File: config.mk
export PLATFORM = sky130hd
export DESIGN_NAME = alu_operand_issue
export DESIGN_NICKNAME = d
export VERILOG_FILES = /design/src/rtl/alu_operand_issue.sv
export SDC_FILE = /design/constraint.sdc
export NUM_CORES = 1
export LEC_CHECK = 0
export CAP_MARGIN = 10
export CELL_PAD_IN_SITES_DETAIL_PLACEMENT = 0
export CELL_PAD_IN_SITES_GLOBAL_PLACEMENT = 2
export CORE_UTILIZATION = 24
export DETAILED_ROUTE_END_ITERATION = 6
export GPL_ROUTABILITY_DRIVEN = 0
export PLACE_DENSITY = 0.91
export SETUP_SLACK_MARGIN = 0.02
export SLEW_MARGIN = 5
export SYNTH_ARGS = -nofsm -noshare
export SYNTH_HDL_FRONTEND = slang
export SYNTH_SLANG_ARGS = --single-unit
File: constraint.sdc
create_clock -name CLK -period 2.2 [get_ports CLK]
set_input_delay 0.44 -clock CLK [delete_from_list [all_inputs] [get_ports CLK]]
set_output_delay 0.44 -clock CLK [all_outputs]
set_load 0.005 [all_outputs]
File: src/rtl/alu_operand_issue.sv
// RV32I decode into ALU operands A/B, ALU_CONTROL and writeback metadata, held in a
// single-entry ID/EX register with valid/ready on both sides and a synchronous flush.
`ifndef ALU_ADD
`define ALU_ADD 3'd0
`define ALU_SUB 3'd1
`define ALU_AND 3'd2
`define ALU_OR  3'd3
`define ALU_XOR 3'd4
`endif

module alu_operand_issue #(
  parameter int XLEN = 32
) (
  input  logic            CLK,
  input  logic            RST_N,
  input  logic            IN_VALID,
  output logic            IN_READY,
  input  logic [XLEN-1:0] INSTR,
  input  logic [XLEN-1:0] PC,
  output logic [4:0]      RS1_IDX,
  output logic [4:0]      RS2_IDX,
  input  logic [XLEN-1:0] RS1_DATA,
  input  logic [XLEN-1:0] RS2_DATA,
  input  logic            FLUSH,
  output logic            OUT_VALID,
  input  logic            OUT_READY,
  output logic [XLEN-1:0] A,
  output logic [XLEN-1:0] B,
  output logic [2:0]      ALU_CONTROL,
  output logic [4:0]      RD,
  output logic            RD_WE,
  output logic [XLEN-1:0] PC_OUT,
  output logic            ILLEGAL
);

  logic [6:0]      opcode;
  logic [2:0]      funct3;
  logic [6:0]      funct7;
  logic [4:0]      rd_idx;
  logic [XLEN-1:0] imm_i, imm_s, imm_u;

  assign opcode  = INSTR[6:0];
  assign funct3  = INSTR[14:12];
  assign funct7  = INSTR[31:25];
  assign rd_idx  = INSTR[11:7];
  assign RS1_IDX = INSTR[19:15];
  assign RS2_IDX = INSTR[24:20];
  assign imm_i   = XLEN'($signed(INSTR[31:20]));
  assign imm_s   = XLEN'($signed({INSTR[31:25], INSTR[11:7]}));
  assign imm_u   = XLEN'($signed({INSTR[31:12], 12'b0}));

  logic [XLEN-1:0] a_d, b_d;
  logic [2:0]      ctl_d;
  logic            ill_d, store_d, rd_we_d;

  always_comb begin
    a_d     = RS1_DATA;
    b_d     = imm_i;
    ctl_d   = `ALU_ADD;
    ill_d   = 1'b0;
    store_d = 1'b0;
    case (opcode)
      7'b0110011: begin
        b_d = RS2_DATA;
        case ({funct7, funct3})
          {7'b0000000, 3'b000}: ctl_d = `ALU_ADD;
          {7'b0100000, 3'b000}: ctl_d = `ALU_SUB;
          {7'b0000000, 3'b100}: ctl_d = `ALU_XOR;
          {7'b0000000, 3'b110}: ctl_d = `ALU_OR;
          {7'b0000000, 3'b111}: ctl_d = `ALU_AND;
          default:              ill_d = 1'b1;
        endcase
      end
      7'b0010011: begin
        case (funct3)
          3'b000:  ctl_d = `ALU_ADD;
          3'b100:  ctl_d = `ALU_XOR;
          3'b110:  ctl_d = `ALU_OR;
          3'b111:  ctl_d = `ALU_AND;
          default: ill_d = 1'b1;
        endcase
      end
      7'b0000011, 7'b1100111: ;
      7'b0100011: begin
        b_d     = imm_s;
        store_d = 1'b1;
      end
      7'b0110111: begin
        a_d = '0;
        b_d = imm_u;
      end
      7'b0010111: begin
        a_d = PC;
        b_d = imm_u;
      end
      default: ill_d = 1'b1;
    endcase
    // Illegal entries travel downstream as a zeroed ADD so the trap logic sees clean operands.
    if (ill_d) begin
      a_d   = '0;
      b_d   = '0;
      ctl_d = `ALU_ADD;
    end
    rd_we_d = !ill_d && !store_d && (rd_idx != 5'd0);
  end

  logic            valid_q, rd_we_q, ill_q;
  logic [XLEN-1:0] a_q, b_q, pc_q;
  logic [2:0]      ctl_q;
  logic [4:0]      rd_q;
  logic            capture;

  assign IN_READY = !valid_q || OUT_READY;
  assign capture  = IN_VALID && IN_READY && !FLUSH;

  always_ff @(posedge CLK or negedge RST_N) begin
    if (!RST_N) begin
      valid_q <= 1'b0;
      a_q     <= '0;
      b_q     <= '0;
      ctl_q   <= `ALU_ADD;
      rd_q    <= '0;
      rd_we_q <= 1'b0;
      pc_q    <= '0;
      ill_q   <= 1'b0;
    end else if (FLUSH) begin
      valid_q <= 1'b0;
    end else if (capture) begin
      valid_q <= 1'b1;
      a_q     <= a_d;
      b_q     <= b_d;
      ctl_q   <= ctl_d;
      rd_q    <= rd_idx;
      rd_we_q <= rd_we_d;
      pc_q    <= PC;
      ill_q   <= ill_d;
    end else if (OUT_READY) begin
      valid_q <= 1'b0;
    end
  end

  assign OUT_VALID   = valid_q;
  assign A           = a_q;
  assign B           = b_q;
  assign ALU_CONTROL = ctl_q;
  assign RD          = rd_q;
  assign RD_WE       = rd_we_q;
  assign PC_OUT      = pc_q;
  assign ILLEGAL     = ill_q;

endmodule
==> results of run 1 <==
final timing paths:
check	start	endpoint	slack, ns	cells past startpoint
max	INSTR[25]	B[20]	0.09	7
min	RST_N	B[5]	-0.006	1
max reg2reg	OUT_VALID	A[21]	0.39	7
min reg2reg	A[30]	A[30]	0.48	2
max in group asynchronous	RST_N	A[22]	1.48	2
min in group CLK	A[30]	A[30]	0.48	2
kinds of logic after synthesis:
kind of cell | share of synthesized area (%)
AND/OR/NAND/NOR | 14.3
AO/OA/AOI/OAI | 15.1
flip-flops | 50.9
multiplexers | 14.6
buffers and inverters | 4.92
XOR/XNOR | 0.167
cells in the final DEF (no fill, tap or decap), types with 3 or more instances in the layout:
cell type | synthesis | layout
o21ai_1 | 0 | 4
buf_12 | 0 | 12
buf_4 | 12 | 40
nor2_1 | 5 | 5
a2bb2oi_1 | 17 | 17
a22o_1 | 30 | 30
o21ai_0 | 44 | 40
clkbuf_16 | 0 | 10
nand2_1 | 73 | 72
clkdlybuf4s50_1 | 0 | 248
and2_1 | 3 | 3
mux2_2 | 38 | 38
inv_1 | 4 | 4
nand3_1 | 15 | 15
inv_6 | 0 | 3
mux2i_1 | 34 | 34
nor2b_1 | 35 | 35
a22oi_1 | 12 | 12
dfrtp_1 | 107 | 107
routing by layer:
layer,vias up,routed length (µm),track usage [%]
li1,2273,-,-
met1,2331,7790,20.0
met2,192,8580,26.1
met3,19,1540,5.03
met4,0,312,5.45
met5,-,0,0
what timing repair did:
item / 4_1_cts / 5_1_grt
buffers inserted: 0 / 0
setup endpoints to repair: 0 / 25
gates resized for setup: 0 / 6
report_power, final:
part           internal [mW]  total, mW  leakage [nW]  switching [mW]
Clock                  0.907       1.75         0.153           0.841
Combinational          0.705       1.08          2.04           0.372
Sequential              2.12       2.19          1.40          0.0780
Total                   3.73       5.02          3.60            1.29
state kept, by name (all words and copies together), names as in the netlist:
signal	count
PC_OUT	32
A	32
ALU_CONTROL	3
B	32
OUT_VALID	1
ILLEGAL	1
RD	5
RD_WE	1
area by class of cell:
type | count | area [µm²] | area share, %
Sequential cell | 107 | 2680 | 30.7
Tap cell | 275 | 344 | 3.94
Inverter | 4 | 15.0 | 0.172
Clock inverter | 7 | 81.3 | 0.931
Multi-Input combinational cell | 335 | 2340 | 26.8
Timing Repair Buffer | 302 | 3050 | 35.0
Clock buffer | 9 | 225 | 2.58
per-stage QoR:
step                      TNS [ns]  hold slack, ns  std cells  power, mW
after floorplan                  0           0.144        492       2.55
after global routing             0          0.0141       1039       5.25
final                            0        -0.00606       1039       5.02
after CTS                        0         0.00327       1038       5.10
after detailed placement    -16.02           0.401       1022       3.32
after global placement      -13.74           0.395       1022       3.31
==> impl_results.html, run 1 <==
<table>
<tr><th>Metric</th><th>Value</th></tr>
<tr><th colspan="2">Run status</th></tr>
<tr><td>Status</td><td>finished, violations left</td></tr>
<tr><td>Violations in the final reports</td><td>negative hold slack</td></tr>
<tr><th colspan="2">Synthesis</th></tr>
<tr><td>Leading cell type by number of instances after synthesis</td><td>dfrtp_1</td></tr>
<tr><td>Number of register bits inferred by synthesis</td><td>107</td></tr>
<tr><td>Prevailing post-synth register cell</td><td>dfrtp_1</td></tr>
<tr><td>Mean area per synthesized cell</td><td>10.7 µm²</td></tr>
<tr><td>Top post-synthesis cells by count</td><td>107 x dfrtp_1, 73 x nand2_1, 44 x o21ai_0</td></tr>
<tr><td>Post-synthesis cell type count</td><td>40</td></tr>
<tr><td>EDFF count, synth</td><td>0</td></tr>
<tr><td>Dominant cell type by area after synthesis</td><td>dfrtp_1</td></tr>
<tr><td>Number of nets in the synthesized netlist</td><td>625</td></tr>
<tr><td>Cell area after technology mapping</td><td>0.00526 mm²</td></tr>
<tr><td>Synthesized netlist cell count</td><td>492</td></tr>
<tr><td>Number of warnings reported in the yosys synthesis log</td><td>0</td></tr>
<tr><td>Share of synthesized area occupied by flip-flops and latches</td><td>50.9%</td></tr>
<tr><td>Share of synthesized flip-flops with an asynchronous set or reset</td><td>100%</td></tr>
<tr><td>Area share of the largest cell type after synthesis</td><td>50.9%</td></tr>
<tr><td>Leading cell types by total area after synthesis</td><td>dfrtp_1 51%, mux2_2 8.1%, mux2i_1 6.5%</td></tr>
<tr><th colspan="2">Run</th></tr>
<tr><td>Maxcap violations</td><td>0</td></tr>
<tr><th colspan="2">Floorplan</th></tr>
<tr><td>Die area</td><td>0.0225 mm²</td></tr>
<tr><td>Initial Util</td><td>24.8%</td></tr>
<tr><td># IOs</td><td>251</td></tr>
<tr><td>Die height</td><td>150 µm</td></tr>
<tr><td>Core outline area</td><td>0.0212 mm²</td></tr>
<tr><td>Std cell rows</td><td>53</td></tr>
<tr><td>Die Span X</td><td>150 µm</td></tr>
<tr><th colspan="2">Detailed routing</th></tr>
<tr><td>Number of vias after detailed routing</td><td>4815</td></tr>
<tr><td>Iter 0 DRT Violations</td><td>210</td></tr>
<tr><td>Number of search-and-repair iterations in the first detailed-routing pass</td><td>4</td></tr>
<tr><td>Number of nets with antenna violations after detailed routing</td><td>0</td></tr>
<tr><td>Final WL</td><td>18.2 mm</td></tr>
<tr><td>Final routed DRC violation total</td><td>0</td></tr>
<tr><td>Vias per inst</td><td>4.63</td></tr>
<tr><td>Routed wirelength normalized by instance count</td><td>17.5 µm</td></tr>
<tr><th colspan="2">Setup path</th></tr>
<tr><td>WS Path Type</td><td>in2reg</td></tr>
<tr><td>Arrival time reported for the critical path endpoint</td><td>2.40 ns</td></tr>
<tr><td>Delay of the slowest cell on the worst path</td><td>0.58 ns</td></tr>
<tr><td>Crit. End Element</td><td>register</td></tr>
<tr><td>Crit path required time</td><td>2.50 ns</td></tr>
<tr><td>Crit path max-delay cell type</td><td>or4_4</td></tr>
<tr><td>Bufs and invs on worst path</td><td>2</td></tr>
<tr><td>Crit path cell chain</td><td>clkdlybuf4s50_1 &gt; or4_4 &gt; nor3_4 &gt; a31o_2 &gt; and4b_1 &gt; buf_12 &gt; a22o_1</td></tr>
<tr><td>Maximum fanout count along the critical path</td><td>18</td></tr>
<tr><td>CP Launch Type</td><td>primary input</td></tr>
<tr><td>Kind of cell adding the most delay to the critical path</td><td>simple AND/OR/NAND/NOR gates</td></tr>
<tr><th colspan="2">Clock tree</th></tr>
<tr><td>Number of buffers added to fix hold violations after cts</td><td>0</td></tr>
<tr><td>H-tree depth</td><td>3</td></tr>
<tr><td>TritonCTS clock tree</td><td>yes</td></tr>
<tr><td>Root Driver</td><td>clkbuf_16</td></tr>
<tr><td>Worst-case clock buffer depth</td><td>2</td></tr>
<tr><td>Number of buffers inserted during clock tree synthesis</td><td>9</td></tr>
<tr><td>Register clock-pin slew on the reported worst setup and hold paths</td><td>0.08 ns</td></tr>
<tr><td>Total number of clock tree sinks</td><td>107</td></tr>
<tr><td>Insertion delay to the later sink of the worst-skew pair</td><td>0.35 ns</td></tr>
<tr><th colspan="2">Timing</th></tr>
<tr><td>Min Clock Period, post-route</td><td>2.11 ns</td></tr>
<tr><td>Clock skew after layout</td><td>0.0119 ns</td></tr>
<tr><td>Setup violation total in the final timing report</td><td>0</td></tr>
<tr><td>Worst Setup Slack, final</td><td>0.0944 ns</td></tr>
<tr><td>Achievable Freq</td><td>475 MHz</td></tr>
<tr><td>Final hold violation count</td><td>3</td></tr>
<tr><td>Worst slack on hold paths</td><td>-0.00606 ns</td></tr>
<tr><td>Slew at the pin closest to its max-slew limit</td><td>0.512 ns</td></tr>
<tr><td>Final clock period utilization by the worst path</td><td>95.7%</td></tr>
<tr><td>Number of pins with negative max-slew slack in the final report</td><td>0</td></tr>
<tr><td>Worst-case headroom to the max-slew limit</td><td>65.8%</td></tr>
<tr><td>Unrepaired setup endpoints after global routing</td><td>false</td></tr>
<tr><th colspan="2">Power</th></tr>
<tr><td>Leak pwr</td><td>3.60 nW</td></tr>
<tr><td>IR drop worst, VDD</td><td>0.308 mV</td></tr>
<tr><td>Power density over the cells</td><td>575 mW/mm²</td></tr>
<tr><th colspan="2">Cells and area</th></tr>
<tr><td>Synthesis-to-layout area growth</td><td>66.0%</td></tr>
<tr><td>Share of layout cells above drive strength 1</td><td>14.9%</td></tr>
<tr><td>Final-stage net count</td><td>892</td></tr>
<tr><td>Util after Layout</td><td>41.1%</td></tr>
<tr><td>Number of fillers in the final layout</td><td>2113</td></tr>
<tr><td>Final instance area</td><td>0.00873 mm²</td></tr>
<tr><td>Antenna diodes</td><td>0</td></tr>
<tr><th colspan="2">Global route</th></tr>
<tr><td>Grt ovf</td><td>0</td></tr>
<tr><td>Global router's overall resource usage</td><td>16.0%</td></tr>
<tr><td>Via count of the first global-routing pass</td><td>4882</td></tr>
<tr><td>Antenna violations before repair</td><td>0</td></tr>
<tr><td>Pin count of the biggest net entering global routing</td><td>56</td></tr>
<tr><td>Wire length of the first global-routing pass</td><td>27.7 mm</td></tr>
<tr><th colspan="2">Place</th></tr>
<tr><td>Total of buffers placed on input and output ports</td><td>250</td></tr>
<tr><td>Cell area after placement</td><td>0.00839 mm²</td></tr>
<tr><td>Worst setup slack before clock tree synthesis</td><td>-0.321 ns</td></tr>
<tr><td>Hpwl dp</td><td>13.5 mm</td></tr>
<tr><th colspan="2">Worst hold path</th></tr>
<tr><td>Type of the tightest min-delay check</td><td>in2async</td></tr>
</table>
(Power assumes the default switching activity.)
==> run 2, diff against run 1 <==
--- a/config.mk
+++ b/config.mk
@@ -17,3 +17,4 @@
 export SYNTH_ARGS = -nofsm -noshare
 export SYNTH_HDL_FRONTEND = slang
 export SYNTH_SLANG_ARGS = --single-unit
+export TNS_END_PERCENT = 10
==> run 2 against run 1 <==
Effect of this change:
- the run still ends with negative hold slack left
- design area unchanged
- clock power is essentially flat
- critical path depth stayed put
- critical path type unchanged
==> impl_results.html, run 2 (synthesis gave the netlist of run 1 again) <==
<table>
<tr><th>Metric</th><th>Value</th></tr>
<tr><th colspan="2">Run status</th></tr>
<tr><td>Status</td><td>finished, violations left</td></tr>
<tr><td>Violations in the final reports</td><td>negative hold slack</td></tr>
<tr><th colspan="2">Global route</th></tr>
<tr><td>Antenna violations before repair</td><td>0 (unchanged)</td></tr>
<tr><td>GR met2 Demand/Resource</td><td>26.1% (unchanged)</td></tr>
<tr><td>Grt ovf</td><td>0 (unchanged)</td></tr>
<tr><td>Met3 global-route usage</td><td>5.03% (unchanged)</td></tr>
<tr><td>Grt met1 use</td><td>20.0% (unchanged)</td></tr>
<tr><td>Peak-usage layer in the global routing report</td><td>met2</td></tr>
<tr><td>Via count of the first global-routing pass</td><td>4882 (unchanged)</td></tr>
<tr><td>Wire length of the first global-routing pass</td><td>27.7 mm (unchanged)</td></tr>
<tr><td>Global router's overall resource usage</td><td>16.0% (unchanged)</td></tr>
<tr><td>Pin count of the biggest net entering global routing</td><td>56 (unchanged)</td></tr>
<tr><th colspan="2">Timing</th></tr>
<tr><td>Worst slack on hold paths</td><td>-0.00606 ns (unchanged)</td></tr>
<tr><td>Clock skew after layout</td><td>0.0119 ns (unchanged)</td></tr>
<tr><td>Setup violation total in the final timing report</td><td>0 (unchanged)</td></tr>
<tr><td>Slew at the pin closest to its max-slew limit</td><td>0.512 ns (unchanged)</td></tr>
<tr><td>Final hold violation count</td><td>3 (unchanged)</td></tr>
<tr><td>Unrepaired setup endpoints after global routing</td><td>true</td></tr>
<tr><td>Number of pins with negative max-slew slack in the final report</td><td>0 (unchanged)</td></tr>
<tr><td>Min Clock Period, post-route</td><td>2.11 ns (unchanged)</td></tr>
<tr><td>Worst-case headroom to the max-slew limit</td><td>65.8% (unchanged)</td></tr>
<tr><td>Achievable Freq</td><td>475 MHz (unchanged)</td></tr>
<tr><td>Final total negative setup slack</td><td>0 ns (unchanged)</td></tr>
<tr><td>Final clock period utilization by the worst path</td><td>95.7% (unchanged)</td></tr>
<tr><th colspan="2">Floorplan</th></tr>
<tr><td># IOs</td><td>251 (unchanged)</td></tr>
<tr><td>Std cell rows</td><td>53 (unchanged)</td></tr>
<tr><td>Die area</td><td>0.0225 mm² (unchanged)</td></tr>
<tr><td>Die Span X</td><td>150 µm (unchanged)</td></tr>
<tr><td>Initial Util</td><td>24.8% (unchanged)</td></tr>
<tr><td>Die height</td><td>150 µm (unchanged)</td></tr>
<tr><td>Core outline area</td><td>0.0212 mm² (unchanged)</td></tr>
<tr><th colspan="2">Setup path</th></tr>
<tr><td>Crit path max-delay cell type</td><td>or4_4</td></tr>
<tr><td>Delay of the slowest cell on the worst path</td><td>0.58 ns (about the same)</td></tr>
<tr><td>Arrival time reported for the critical path endpoint</td><td>2.40 ns (about the same)</td></tr>
<tr><td>Crit path cell chain</td><td>clkdlybuf4s50_1 &gt; or4_4 &gt; nor3_4 &gt; a31o_2 &gt; and4b_1 &gt; buf_12 &gt; a22o_1</td></tr>
<tr><td>Crit. End Element</td><td>register</td></tr>
<tr><td>WS Path Type</td><td>in2reg</td></tr>
<tr><td>Kind of cell adding the most delay to the critical path</td><td>simple AND/OR/NAND/NOR gates</td></tr>
<tr><td>CP Launch Type</td><td>primary input</td></tr>
<tr><td>Bufs and invs on worst path</td><td>2 (unchanged)</td></tr>
<tr><td>Crit path required time</td><td>2.50 ns (about the same)</td></tr>
<tr><td>Maximum fanout count along the critical path</td><td>18 (unchanged)</td></tr>
<tr><th colspan="2">Clock tree</th></tr>
<tr><td>TritonCTS clock tree</td><td>yes</td></tr>
<tr><td>Number of buffers inserted during clock tree synthesis</td><td>9 (unchanged)</td></tr>
<tr><td>Total number of clock tree sinks</td><td>107 (unchanged)</td></tr>
<tr><td>Worst-case clock buffer depth</td><td>2 (unchanged)</td></tr>
<tr><td>Insertion delay to the later sink of the worst-skew pair</td><td>0.35 ns (about the same)</td></tr>
<tr><td>Register clock-pin slew on the reported worst setup and hold paths</td><td>0.08 ns (about the same)</td></tr>
<tr><td>H-tree depth</td><td>3 (unchanged)</td></tr>
<tr><td>Root Driver</td><td>clkbuf_16</td></tr>
<tr><th colspan="2">Cells and area</th></tr>
<tr><td>Synthesis-to-layout area growth</td><td>66.0% (unchanged)</td></tr>
<tr><td>Non-filler cells, final</td><td>1039 (unchanged)</td></tr>
<tr><td>Share of layout cells above drive strength 1</td><td>14.9% (unchanged)</td></tr>
<tr><td>Commonest cells after routing, fill and taps aside</td><td>248 x clkdlybuf4s50_1, 107 x dfrtp_1, 72 x nand2_1, 41 x o21ai_0, 40 x buf_4</td></tr>
<tr><td>Antenna diodes</td><td>0 (unchanged)</td></tr>
<tr><td>Commonest non-fill, non-tap cell in the layout</td><td>clkdlybuf4s50_1</td></tr>
<tr><td>Final-stage net count</td><td>892 (unchanged)</td></tr>
<tr><th colspan="2">Detailed routing</th></tr>
<tr><td>Number of search-and-repair iterations in the first detailed-routing pass</td><td>4 (unchanged)</td></tr>
<tr><td>Final routed DRC violation total</td><td>0 (unchanged)</td></tr>
<tr><td>Number of vias after detailed routing</td><td>4815 (unchanged)</td></tr>
<tr><td>Final WL</td><td>18.2 mm (about the same)</td></tr>
<tr><td>Iter 0 DRT Violations</td><td>210 (unchanged)</td></tr>
<tr><td>Routed wirelength normalized by instance count</td><td>17.5 µm (about the same)</td></tr>
<tr><td>Vias per inst</td><td>4.63 (unchanged)</td></tr>
<tr><td>Number of nets with antenna violations after detailed routing</td><td>0 (unchanged)</td></tr>
<tr><th colspan="2">Place</th></tr>
<tr><td>Hpwl dp</td><td>13.5 mm (unchanged)</td></tr>
<tr><td>Total of buffers placed on input and output ports</td><td>250 (unchanged)</td></tr>
<tr><td>Number of placed instances with taps included</td><td>1022 (unchanged)</td></tr>
<tr><th colspan="2">Power</th></tr>
<tr><td>IR drop worst, VDD</td><td>0.308 mV (unchanged)</td></tr>
<tr><td>Power density over the cells</td><td>575 mW/mm² (about the same)</td></tr>
<tr><td>Total chip power</td><td>5.02 mW (about the same)</td></tr>
<tr><td>Leak pwr</td><td>3.60 nW (about the same)</td></tr>
<tr><th colspan="2">Worst hold path</th></tr>
<tr><td>Type of the tightest min-delay check</td><td>in2async</td></tr>
<tr><th colspan="2">Run</th></tr>
<tr><td>Maxcap violations</td><td>0 (unchanged)</td></tr>
</table>
-- run 2: layer usage --
layer  wire, µm  share of wire (%)
met1       7790                 43
met2       8580                 47
met3       1540                8.4
met4        312                1.7
met5          0                  0
-- run 2: final cells by class --
type                       instances  area (µm²)
fill                            2113       12500
tap                              275         344
sequential                       107        2680
inverter                           4        15.0
timing repair buffer             302        3050
clock inverter                     7        81.3
clock buffer                       9         225
multi-input combinational        335        2340
-- run 2: timing repair --
action,in CTS,in global routing
hold buffers,0,0
resized for setup,0,5
setup buffers,0,0
setup endpoints to repair,0,25
-- run 2: worst reg2reg max path, cell delays in order (launching register included) --
cell and delay, ns:
dfrtp_1 0.39, nor2b_1 0.16, nor4b_1 0.30, buf_4 0.17, o2111a_1 0.22, nand2_2 0.13, clkbuf_16 0.21, o21ai_0 0.16
-- run 2: worst paths after layout --
kind	from	to	slack [ns]	cells past startpoint
setup / recovery	INSTR[25]	B[20]	0.09	7
setup reg to reg	OUT_VALID	A[21]	0.39	7
min in group CLK	A[30]	A[30]	0.48	2
hold / removal	RST_N	B[5]	-0.006	1
hold reg to reg	A[30]	A[30]	0.48	2
max in group asynchronous	RST_N	A[22]	1.48	2
-- run 2: power by group --
part           leakage [nW]  switching [mW]  internal, mW
Sequential             1.40          0.0780          2.12
Clock                 0.153           0.841         0.907
Combinational          2.04           0.372         0.705
-- run 2: metrics by stage --
stage          setup slack [ns]  hold slack [ns]  area, µm²  util [%]
2_1_floorplan             0.361            0.144       5260         -
3_3_place_gp             -0.252            0.395       8390      39.5
3_5_place_dp             -0.321            0.401       8390      39.5
4_1_cts                  0.0420          0.00327       8700      41.0
5_1_grt                  0.0182           0.0141       8730      41.1
6_report                 0.0944         -0.00606       8730      41.1
==> run 3, diff against run 2 <==
--- a/config.mk
+++ b/config.mk
@@ -9,6 +9,7 @@
 export CELL_PAD_IN_SITES_DETAIL_PLACEMENT = 0
 export CELL_PAD_IN_SITES_GLOBAL_PLACEMENT = 2
 export CORE_UTILIZATION = 24
+export CTS_BUF_LIST = sky130_fd_sc_hd__clkbuf_8 sky130_fd_sc_hd__clkbuf_16
 export DETAILED_ROUTE_END_ITERATION = 6
 export GPL_ROUTABILITY_DRIVEN = 0
 export PLACE_DENSITY = 0.91
==> constraint.sdc (replaced) <==
create_clock -name CLK -period 2.32 [get_ports CLK]
set_input_delay 0.464 -clock CLK [delete_from_list [all_inputs] [get_ports CLK]]
set_output_delay 0.464 -clock CLK [all_outputs]
set_load 0.005 [all_outputs]
==> run 3 against run 2 <==
Effect of this change:
- the flow now finishes without violations
- die area unchanged
- worst hold slack improved by 0.033 ns
- combinational power decreased by 8%
- power decreased by 6.3%
- clock power fell by 7%
- via count down 1.6%
- global-route usage down 0.33 points
- critical path type unchanged
- largest power group unchanged
==> impl_results.html, run 3 (synthesis gave the netlist of run 1 again) <==
<table>
<tr><th>Metric</th><th>Value</th></tr>
<tr><th colspan="2">Run status</th></tr>
<tr><td>Status</td><td>finished, final reports clean</td></tr>
<tr><th colspan="2">Cells and area</th></tr>
<tr><td>Number of fillers in the final layout</td><td>2107 (-0.28%)</td></tr>
<tr><td>Non-filler cells, final</td><td>1029 (-0.96%)</td></tr>
<tr><td>Commonest non-fill, non-tap cell in the layout</td><td>clkdlybuf4s50_1</td></tr>
<tr><td>Share of layout cells above drive strength 1</td><td>13.8% (-1.1 points)</td></tr>
<tr><td>Synthesis-to-layout area growth</td><td>63.8%</td></tr>
<tr><td>Final-stage net count</td><td>882 (-1.1%)</td></tr>
<tr><td>Commonest cells after routing, fill and taps aside</td><td>248 x clkdlybuf4s50_1, 107 x dfrtp_1, 73 x nand2_1, 44 x o21ai_0, 38 x mux2_2</td></tr>
<tr><td>Antenna diodes</td><td>0 (unchanged)</td></tr>
<tr><th colspan="2">Place</th></tr>
<tr><td>Hpwl dp</td><td>13.2 mm (-2.4%)</td></tr>
<tr><td>Total of buffers placed on input and output ports</td><td>250 (unchanged)</td></tr>
<tr><td>Worst setup slack before clock tree synthesis</td><td>-0.171 ns (+0.150 ns)</td></tr>
<tr><td>Number of placed instances with taps included</td><td>1013 (-0.88%)</td></tr>
<tr><th colspan="2">Detailed routing</th></tr>
<tr><td>Final routed DRC violation total</td><td>0 (unchanged)</td></tr>
<tr><td>Final WL</td><td>17.6 mm (-3.4%)</td></tr>
<tr><td>Number of search-and-repair iterations in the first detailed-routing pass</td><td>4 (unchanged)</td></tr>
<tr><td>Iter 0 DRT Violations</td><td>175 (-17%)</td></tr>
<tr><td>Vias per inst</td><td>4.60 (-0.66%)</td></tr>
<tr><td>Number of nets with antenna violations after detailed routing</td><td>0 (unchanged)</td></tr>
<tr><td>Number of vias after detailed routing</td><td>4737 (-1.6%)</td></tr>
<tr><td>Routed wirelength normalized by instance count</td><td>17.1 µm (-2.5%)</td></tr>
<tr><th colspan="2">Floorplan</th></tr>
<tr><td>Die area</td><td>0.0225 mm² (unchanged)</td></tr>
<tr><td>Core outline area</td><td>0.0212 mm² (unchanged)</td></tr>
<tr><td>Die Span X</td><td>150 µm (unchanged)</td></tr>
<tr><td>Std cell rows</td><td>53 (unchanged)</td></tr>
<tr><td>Die height</td><td>150 µm (unchanged)</td></tr>
<tr><td># IOs</td><td>251 (unchanged)</td></tr>
<tr><td>Initial Util</td><td>24.8% (unchanged)</td></tr>
<tr><th colspan="2">Timing</th></tr>
<tr><td>Clock skew after layout</td><td>0.00763 ns (-0.00425 ns)</td></tr>
<tr><td>Worst-case headroom to the max-slew limit</td><td>66.8% (+1.0 points)</td></tr>
<tr><td>Worst Setup Slack, final</td><td>0.173 ns (+0.0788 ns)</td></tr>
<tr><td>Number of pins with negative max-slew slack in the final report</td><td>0 (unchanged)</td></tr>
<tr><td>Final hold violation count</td><td>0 (-3)</td></tr>
<tr><td>Final clock period utilization by the worst path</td><td>92.5%</td></tr>
<tr><td>Min Clock Period, post-route</td><td>2.15 ns</td></tr>
<tr><td>Slew at the pin closest to its max-slew limit</td><td>0.497 ns (-0.0151 ns)</td></tr>
<tr><td>Unrepaired setup endpoints after global routing</td><td>false</td></tr>
<tr><td>Setup violation total in the final timing report</td><td>0 (unchanged)</td></tr>
<tr><td>Achievable Freq</td><td>466 MHz</td></tr>
<tr><th colspan="2">Clock tree</th></tr>
<tr><td>Worst-case clock buffer depth</td><td>2 (unchanged)</td></tr>
<tr><td>Number of buffers added to fix hold violations after cts</td><td>0 (unchanged)</td></tr>
<tr><td>H-tree depth</td><td>3 (unchanged)</td></tr>
<tr><td>Insertion delay to the later sink of the worst-skew pair</td><td>0.36 ns (about the same)</td></tr>
<tr><td>Number of buffers inserted during clock tree synthesis</td><td>9 (unchanged)</td></tr>
<tr><td>Root Driver</td><td>clkbuf_16</td></tr>
<tr><td>Total number of clock tree sinks</td><td>107 (unchanged)</td></tr>
<tr><td>Register clock-pin slew on the reported worst setup and hold paths</td><td>0.08 ns (about the same)</td></tr>
<tr><td>TritonCTS clock tree</td><td>yes</td></tr>
<tr><th colspan="2">Setup path</th></tr>
<tr><td>Kind of cell adding the most delay to the critical path</td><td>simple AND/OR/NAND/NOR gates</td></tr>
<tr><td>Bufs and invs on worst path</td><td>2 (unchanged)</td></tr>
<tr><td>Delay of the slowest cell on the worst path</td><td>0.57 ns (about the same)</td></tr>
<tr><td>Crit path cell chain</td><td>clkdlybuf4s50_1 &gt; or4_4 &gt; nor3_2 &gt; a31o_2 &gt; and4b_1 &gt; buf_12 &gt; a22o_1</td></tr>
<tr><td>Crit path required time</td><td>2.60 ns (+0.10 ns)</td></tr>
<tr><td>Maximum fanout count along the critical path</td><td>18 (unchanged)</td></tr>
<tr><td>WS Path Type</td><td>in2reg</td></tr>
<tr><td>Crit path max-delay cell type</td><td>or4_4</td></tr>
<tr><td>CP Launch Type</td><td>primary input</td></tr>
<tr><td>Crit. End Element</td><td>register</td></tr>
<tr><td>Arrival time reported for the critical path endpoint</td><td>2.43 ns (+0.03 ns)</td></tr>
<tr><th colspan="2">Power</th></tr>
<tr><td>Leak pwr</td><td>3.53 nW (-1.9%)</td></tr>
<tr><td>IR drop worst, VDD</td><td>0.339 mV (+10%)</td></tr>
<tr><td>Power density over the cells</td><td>546 mW/mm² (-5.0%)</td></tr>
<tr><th colspan="2">Global route</th></tr>
<tr><td>Global router's overall resource usage</td><td>15.7% (-0.33 points)</td></tr>
<tr><td>Via count of the first global-routing pass</td><td>4771 (-2.3%)</td></tr>
<tr><td>Grt ovf</td><td>0 (unchanged)</td></tr>
<tr><td>Pin count of the biggest net entering global routing</td><td>56 (unchanged)</td></tr>
<tr><td>Wire length of the first global-routing pass</td><td>27.0 mm (-2.7%)</td></tr>
<tr><td>Antenna violations before repair</td><td>0 (unchanged)</td></tr>
<tr><th colspan="2">Worst hold path</th></tr>
<tr><td>Type of the tightest min-delay check</td><td>in2async</td></tr>
<tr><th colspan="2">Run</th></tr>
<tr><td>Maxcap violations</td><td>0 (unchanged)</td></tr>
</table>
==> run 3: changes by cell type in the layout (fill, tap and decap cells not counted), sizes merged <==
cell,change
clkinv,+1
clkbuf,-1
buf,-9
inv,-1
==> run 3: report_power, final <==
part,switching [mW],total (mW),internal [mW]
clock,0.767,1.62,0.857
sequential,0.0738,2.08,2.01
combinational,0.346,0.998,0.652
==> run 3: layout make-up <==
type	count	area (µm²)	area share [%]
Clock buffer	9	225	2.62
Clock inverter	7	81.3	0.944
Sequential cell	107	2680	31.1
Tap cell	275	344	4.00
Inverter	4	15.0	0.174
Multi-Input combinational cell	335	2330	27.1
Timing Repair Buffer	292	2940	34.1
==> run 3: through the flow <==
step                      instance area [µm²]  hold slack (ns)  utilization [%]  total power [mW]  TNS [ns]
after detailed placement                 8300            0.414             39.1              3.13     -7.58
after global routing                     8610           0.0403             40.6              4.93         0
final                                    8610           0.0268             40.6              4.70         0
after global placement                   8300            0.408             39.1              3.11     -5.61
after CTS                                8610           0.0230             40.6              4.78         0
after floorplan                          5260            0.168                -              2.42         0
==> run 3: worst reg2reg max path: cells and delay by family, from the launching register on <==
kind                   cells  cell delay [ns]
buffers and inverters      2             0.35
AOI/OAI and AO/OA          2             0.42
and+or+nand+nor            3             0.55
DFF                        1             0.38
==> run 3: worst paths after layout <==
check | startpoint | to | slack (ns) | cells past startpoint
min | RST_N | B[5] | 0.03 | 1
max reg2reg | OUT_VALID | B[31] | 0.56 | 7
min in group CLK | A[29] | A[29] | 0.48 | 2
min reg2reg | A[29] | A[29] | 0.48 | 2
max | INSTR[25] | B[30] | 0.17 | 7
max in group asynchronous | RST_N | A[19] | 1.57 | 2
==> run 3: repair_timing <==
item                                   in CTS  in global routing
buffers inserted                            0                  0
resized for setup                           0                  1
endpoints found under the hold margin       0                  0
setup endpoints to repair                   0                  1
==> run 3: routing by layer <==
| metal | GRT usage (%) | up-vias | part of all wire (%) |
|---|---|---|---|
| met3 | 5.30 | 12 | 9.5 |
| li1 | - | 2257 | - |
| met1 | 19.3 | 2276 | 42 |
| met4 | 3.48 | 0 | 0.94 |
| met5 | 0 | - | 0 |
| met2 | 26.5 | 192 | 48 |
